==> config.mk <==
export PLATFORM = sky130hd
export DESIGN_NAME = ttt_processor
export DESIGN_NICKNAME = d
export VERILOG_FILES = /design/src/rtl/ttt_pkg.sv /design/src/rtl/ttt_sat_accum.sv /design/src/rtl/ttt_processor.sv
export SDC_FILE = /design/constraint.sdc
export NUM_CORES = 1
export LEC_CHECK = 0
export CAP_MARGIN = 30
export CORE_MARGIN = 3
export CORE_UTILIZATION = 31
export DETAILED_ROUTE_END_ITERATION = 6
export SYNTH_ARGS = -nofsm -noshare
export SYNTH_HDL_FRONTEND = slang
export SYNTH_SLANG_ARGS = --single-unit
export TNS_END_PERCENT = 5
==> constraint.sdc <==
create_clock -name clk -period 13.8 [get_ports clk]
set_clock_uncertainty 0.15 [all_clocks]
set_input_delay 2.07 -clock clk [delete_from_list [all_inputs] [get_ports clk]]
set_output_delay 2.07 -clock clk [all_outputs]
set_load 0.02 [all_outputs]
==> src/rtl/ttt_pkg.sv <==
// Shared width defaults and FSM state type for the TTT processor.
// Defining TTT_PROCESSOR_REFRACTORY_EN adds the REFRACTORY state and its default length.
package ttt_pkg;

  localparam int DEF_NEW_TOKENS_BITS = 4;
  localparam int DEF_TOKEN_BITS      = 8;
  localparam int DEF_DURATION_BITS   = 8;

`ifdef TTT_PROCESSOR_REFRACTORY_EN
  localparam int DEF_REFRACTORY_CYCLES = 4;
`endif

  typedef enum logic [1:0] {
    IDLE   = 2'd0,
    ACTIVE = 2'd1
`ifdef TTT_PROCESSOR_REFRACTORY_EN
    , REFRACTORY = 2'd2
`endif
  } state_t;

endpackage

==> src/rtl/ttt_sat_accum.sv <==
// Combinational saturating accumulate: acc + add_tokens - sub_tokens, clamped to the
// signed TOKEN_BITS range. Token inputs must be narrower than the accumulator.
module ttt_sat_accum
  import ttt_pkg::*;
#(
  parameter int NEW_TOKENS_BITS = DEF_NEW_TOKENS_BITS,
  parameter int TOKEN_BITS      = DEF_TOKEN_BITS
) (
  input  logic signed [TOKEN_BITS-1:0]      acc,
  input  logic        [NEW_TOKENS_BITS-1:0] add_tokens,
  input  logic        [NEW_TOKENS_BITS-1:0] sub_tokens,
  output logic signed [TOKEN_BITS-1:0]      result
);

  localparam int WIDE_BITS = TOKEN_BITS + 1;

  logic signed [WIDE_BITS-1:0] acc_wide;
  logic signed [WIDE_BITS-1:0] add_wide;
  logic signed [WIDE_BITS-1:0] sub_wide;
  logic signed [WIDE_BITS-1:0] sum_wide;

  assign acc_wide = {acc[TOKEN_BITS-1], acc};
  assign add_wide = {{(WIDE_BITS-NEW_TOKENS_BITS){1'b0}}, add_tokens};
  assign sub_wide = {{(WIDE_BITS-NEW_TOKENS_BITS){1'b0}}, sub_tokens};
  assign sum_wide = acc_wide + add_wide - sub_wide;

  // One guard bit is enough: a disagreeing top pair means the true sum left the range.
  always_comb begin
    result = sum_wide[TOKEN_BITS-1:0];
    if (sum_wide[WIDE_BITS-1] != sum_wide[TOKEN_BITS-1]) begin
      if (sum_wide[WIDE_BITS-1]) begin
        result = {1'b1, {(TOKEN_BITS-1){1'b0}}};
      end else begin
        result = {1'b0, {(TOKEN_BITS-1){1'b1}}};
      end
    end
  end

endmodule

==> src/rtl/ttt_processor.sv <==
// Token-threshold trigger: accumulates good/bad tokens and fires a timed active window.
// Defining TTT_PROCESSOR_REFRACTORY_EN inserts a REFRACTORY hold-off after each window.
module ttt_processor
  import ttt_pkg::*;
#(
  parameter int NEW_TOKENS_BITS = DEF_NEW_TOKENS_BITS,
  parameter int TOKEN_BITS      = DEF_TOKEN_BITS,
  parameter int DURATION_BITS   = DEF_DURATION_BITS
`ifdef TTT_PROCESSOR_REFRACTORY_EN
  , parameter int REFRACTORY_CYCLES = DEF_REFRACTORY_CYCLES
`endif
) (
  input  logic                              clk,
  input  logic                              rst_n,
  input  logic                              enable,
  input  logic        [NEW_TOKENS_BITS-1:0] new_good_tokens,
  input  logic        [NEW_TOKENS_BITS-1:0] new_bad_tokens,
  input  logic signed [TOKEN_BITS-1:0]      threshold,
  input  logic        [DURATION_BITS-1:0]   duration,
  output logic        [1:0]                 tstartstop,
  output logic signed [TOKEN_BITS-1:0]      token_count,
  output logic                              active
);

`ifdef TTT_PROCESSOR_REFRACTORY_EN
  localparam logic [DURATION_BITS-1:0] REFRACTORY_LOAD = DURATION_BITS'(REFRACTORY_CYCLES - 1);
`endif

  state_t                       state;
  logic [DURATION_BITS-1:0]     counter;
  logic                         expiry;
  logic                         dropout;
  logic signed [TOKEN_BITS-1:0] accum_base;
  logic signed [TOKEN_BITS-1:0] accum_sum;
  logic signed [TOKEN_BITS-1:0] next_count;

  assign expiry  = (state == ACTIVE) && (counter == '0);
  assign dropout = (state == ACTIVE) && (token_count < threshold);

  // Expiry wins over drop-out, so tokens arriving on the expiry edge land on a cleared count.
  assign accum_base = expiry ? '0 : token_count;

  ttt_sat_accum #(
    .NEW_TOKENS_BITS(NEW_TOKENS_BITS),
    .TOKEN_BITS     (TOKEN_BITS)
  ) u_sat_accum (
    .acc       (accum_base),
    .add_tokens(new_good_tokens),
    .sub_tokens(new_bad_tokens),
    .result    (accum_sum)
  );

  assign next_count = enable ? accum_sum : accum_base;

  always_ff @(posedge clk or negedge rst_n) begin
    if (!rst_n) begin
      state       <= IDLE;
      counter     <= '0;
      token_count <= '0;
      tstartstop  <= 2'b00;
      active      <= 1'b0;
    end else begin
      token_count <= next_count;
      tstartstop  <= 2'b00;
      case (state)
        IDLE: begin
          if (enable && (next_count >= threshold)) begin
            state      <= ACTIVE;
            counter    <= duration;
            tstartstop <= 2'b01;
            active     <= 1'b1;
          end
        end
        ACTIVE: begin
          if (expiry || dropout) begin
            tstartstop <= 2'b10;
            active     <= 1'b0;
`ifdef TTT_PROCESSOR_REFRACTORY_EN
            state      <= REFRACTORY;
            counter    <= REFRACTORY_LOAD;
`else
            state      <= IDLE;
`endif
          end else begin
            counter <= counter - DURATION_BITS'(1);
          end
        end
`ifdef TTT_PROCESSOR_REFRACTORY_EN
        // Tokens keep accumulating here, but firing waits for an enable edge back in IDLE.
        REFRACTORY: begin
          if (counter == '0) begin
            state <= IDLE;
          end else begin
            counter <= counter - DURATION_BITS'(1);
          end
        end
`endif
        default: begin
          state  <= IDLE;
          active <= 1'b0;
        end
      endcase
    end
  end

endmodule
==> flow_summary_export.csv <==
group,metric,value,unit
layout,diodes,0,
clock_network,hold_buffers,0,
critical_path,cp-startpoint,"new_good_tokens[1]",
layout,drive_above_1_share,3.57,%
placed_design,io_buffers,37,
status,status,"completed",
layout,final_common_cell,"clkdlybuf4s50_1",
synthesis,synthTopCellsByArea,"dfrtp_1 (25%), ha_1 (17%), mux2i_1 (5.9%), inv_1 (5.8%), fa_1 (4.3%)",
clock_network,post_cts_buffers,0,
synthesis,synth_cell_types,49,
placed_design,placedCellCount,320,
synthesis,syn-num-nets,271,
synthesis,yosysTopAreaCellShare,25.5,%
synthesis,ys.flop_type,"dfrtp_1",
synthesis,synth_top_area_cell,"dfrtp_1",
grt,use_met2,21.0,%
critical_path,path_cells,"clkdlybuf4s50_1 > inv_1 > fa_1 > inv_1 > ha_1 > a211oi_1 > o211ai_1 > and4_1 > or2_1 > nand2_1 > o22ai_1 > ha_1 > nand2_1 > o21ai_0 > nand4_1 > a31oi_1 > buf_4 > mux2i_1 > a221o_1",
synthesis,ys_seq_elements,19,
synthesis,async_reset_ff_share,100,%
die,num_io_pins,38,
synthesis,ys_warn_count,0,
die,die_w,83.6,um
layout,final_cells,324,
layout,layout_common_cells,"clkdlybuf4s50_1 (37), inv_1 (29), ha_1 (26), nand2_1 (20), dfrtp_1 (19)",
clock_network,ctsResizeCount,0,
critical_path,slowest_delay,540,ps
timing,whs,385,ps
clock_network,clockRootBuffer,"clkbuf_8",
layout,area_growth,26.3,%
clock_network,clock-sinks,19,
pwr,ir_drop,0.0808,mV
clock_network,cts_made_buffers,3,
grt,gr-total-overflow,0,
timing,worst_pin_slew,870,ps
clock_network,clkSlewWorstSetupHoldPaths,80,ps
grt,antenna_found_initial,0,
route,vias_per_cell,5.03,
timing,period_share,49.1,%
die,core_area,0.00568,mm^2
critical_path,cp_max_fo,9,
synthesis,syn_area_per_cell,8.72,um^2
synthesis,synth_edf_count,0,
die,die_area,0.00699,mm^2
timing,rsz0062_at_grt,"no",
clock_network,cts_max_level,1,
synthesis,synthesis.area,0.00187,mm^2
hold_path,worstHoldStart,"counter[6]",
route,antenna_left,0,
pwr,powerDensity,247,mW/mm^2
layout,fin_area,0.00236,mm^2
timing,relSlewSlack,41.8,%
grt,grt_pass1_wl,7920,um
route,routed_wl,4390,um
placed_design,gp_congestion,0.797,
flow_run,drv_cap,0,
die,initial_core_util,32.9,%
route,dr.pass1.iters,4,
route,vias,1630,
critical_path,path_class,"primary input to flop",
clock_network,cts_tree,"done",
timing,finalSetupTns,0,ps
route,drt-initial-drc-count,111,
critical_path,critPathBufInv,4,
critical_path,worst_ep_arrival_time,6780,ps
route,drc,0,
placed_design,placed_area,0.00231,mm^2
grt,grt_max_degree,20,
critical_path,critPathLaunchType,"primary input",
timing,period_minus_slack,6780,ps
grt,use_met1,19.2,%
layout,nets,310,
die,rows,27,
timing,slew_viol_final,0,
timing,fmax,148,MHz
synthesis,seq_area_frac_synth,25.5,%
pwr,p_leak,1.12,nW
placed_design,dp_hpwl,3610,um
grt,grt_use_met3,2.57,%
critical_path,crit_required,13800,ps
clock_network,clock_latency,260,ps
timing,hold_viol_final,0,
critical_path,rr_startpoint,"counter[0]",
die,die_height,83.6,um
grt,grt_pass1_vias,1676,
clock_network,cts.path.max_buffers,2,
critical_path,slowest_stage,"a31oi_1",
grt,grt_busiest_layer,"met2",
timing,finalSetupViolations,0,
grt,grt_usage,13.3,%
synthesis,syn_inst,214,
route,wl_per_cell,13.6,um
hold_path,min_path_type,"flop to flop",
critical_path,critPathCaptureType,"flop",
critical_path,crit_family,"compound AO/OA/AOI/OAI gates",
-- state kept, by name, summed over array words and instances, names as in the netlist --
signal / flops
tstartstop: 2
token_count: 8
active: 1
counter: 8
-- final timing paths --
check | end | slack [ps] | depth (start not counted)
hold reg to reg | counter[6] | 380 | 1
min in group asynchronous | counter[6] | 2150 | 1
setup / recovery | counter[5] | 7020 | 19
setup reg to reg | counter[5] | 8020 | 22
hold / removal | counter[6] | 380 | 1
max in group asynchronous | token_count[0] | 10800 | 1
-- where the power goes --
group	internal [mW]	total, mW	switching [mW]
Clock	0.0201	0.0390	0.0189
Sequential	0.0842	0.115	0.0308
Combinational	0.195	0.427	0.232
-- Yosys cell counts, types with 2 or more instances --
| cell | count |
|---|---|
| nand2b_1 | 2 |
| a221oi_1 | 2 |
| a31oi_1 | 5 |
| xor2_1 | 3 |
| o22ai_1 | 3 |
| fa_1 | 4 |
| nor2_1 | 7 |
| nand2_1 | 20 |
| mux2i_1 | 11 |
| and4_1 | 3 |
| nand3_1 | 7 |
| inv_1 | 29 |
| ha_1 | 26 |
| o21ai_0 | 8 |
| nor3b_1 | 2 |
| xnor2_1 | 3 |
| dfrtp_1 | 19 |
| nor2b_1 | 3 |
| o211ai_1 | 3 |
| o31ai_1 | 2 |
| a21oi_1 | 11 |
| nor3_1 | 6 |
| o21a_1 | 5 |
| a21o_1 | 5 |
-- kinds of logic (layout without fill, tap and decap cells) --
family / count (synthesis) / count (layout) / synth area share (%)
AND/OR/NAND/NOR: 59 / 59 / 16.3
AO/OA/AOI/OAI: 55 / 55 / 20.1
adder cells (fa/ha/maj): 31 / 31 / 22.3
flip-flops: 19 / 19 / 25.5
buffers and inverters: 33 / 71 / 7.10
XOR/XNOR: 6 / 6 / 2.82
multiplexers: 11 / 11 / 5.90
-- through the flow --
step	setup slack (ps)	total power [mW]	utilization, %
global placement	6620	0.539	40.6
global route	6680	0.647	41.5
floorplan	8060	0.429	-
detailed placement	6760	0.540	40.7
finish	7020	0.581	41.5
CTS	7030	0.583	41.5
-- per-layer routing --
| metal | routed length (um) | vias to the layer above | share of wire (%) |
|---|---|---|---|
| met2 | 1930 | 31 | 44 |
| met4 | 31 | 0 | 0.71 |
| met5 | 0 | - | 0 |
| met3 | 186 | 2 | 4.2 |
| li1 | - | 848 | - |
| met1 | 2250 | 749 | 51 |
-- layout make-up --
| cell class | count | area (um^2) |
|---|---|---|
| Clock inverter | 1 | 5.00 |
| Fill cell | 605 | 3320 |
| Inverter | 29 | 109 |
| Clock buffer | 3 | 41.3 |
| Tap cell | 72 | 90.1 |
| Timing Repair Buffer | 38 | 378 |
| Multi-Input combinational cell | 162 | 1260 |
| Sequential cell | 19 | 475 |
No activity file was read; power rests on OpenSTA's default activity.
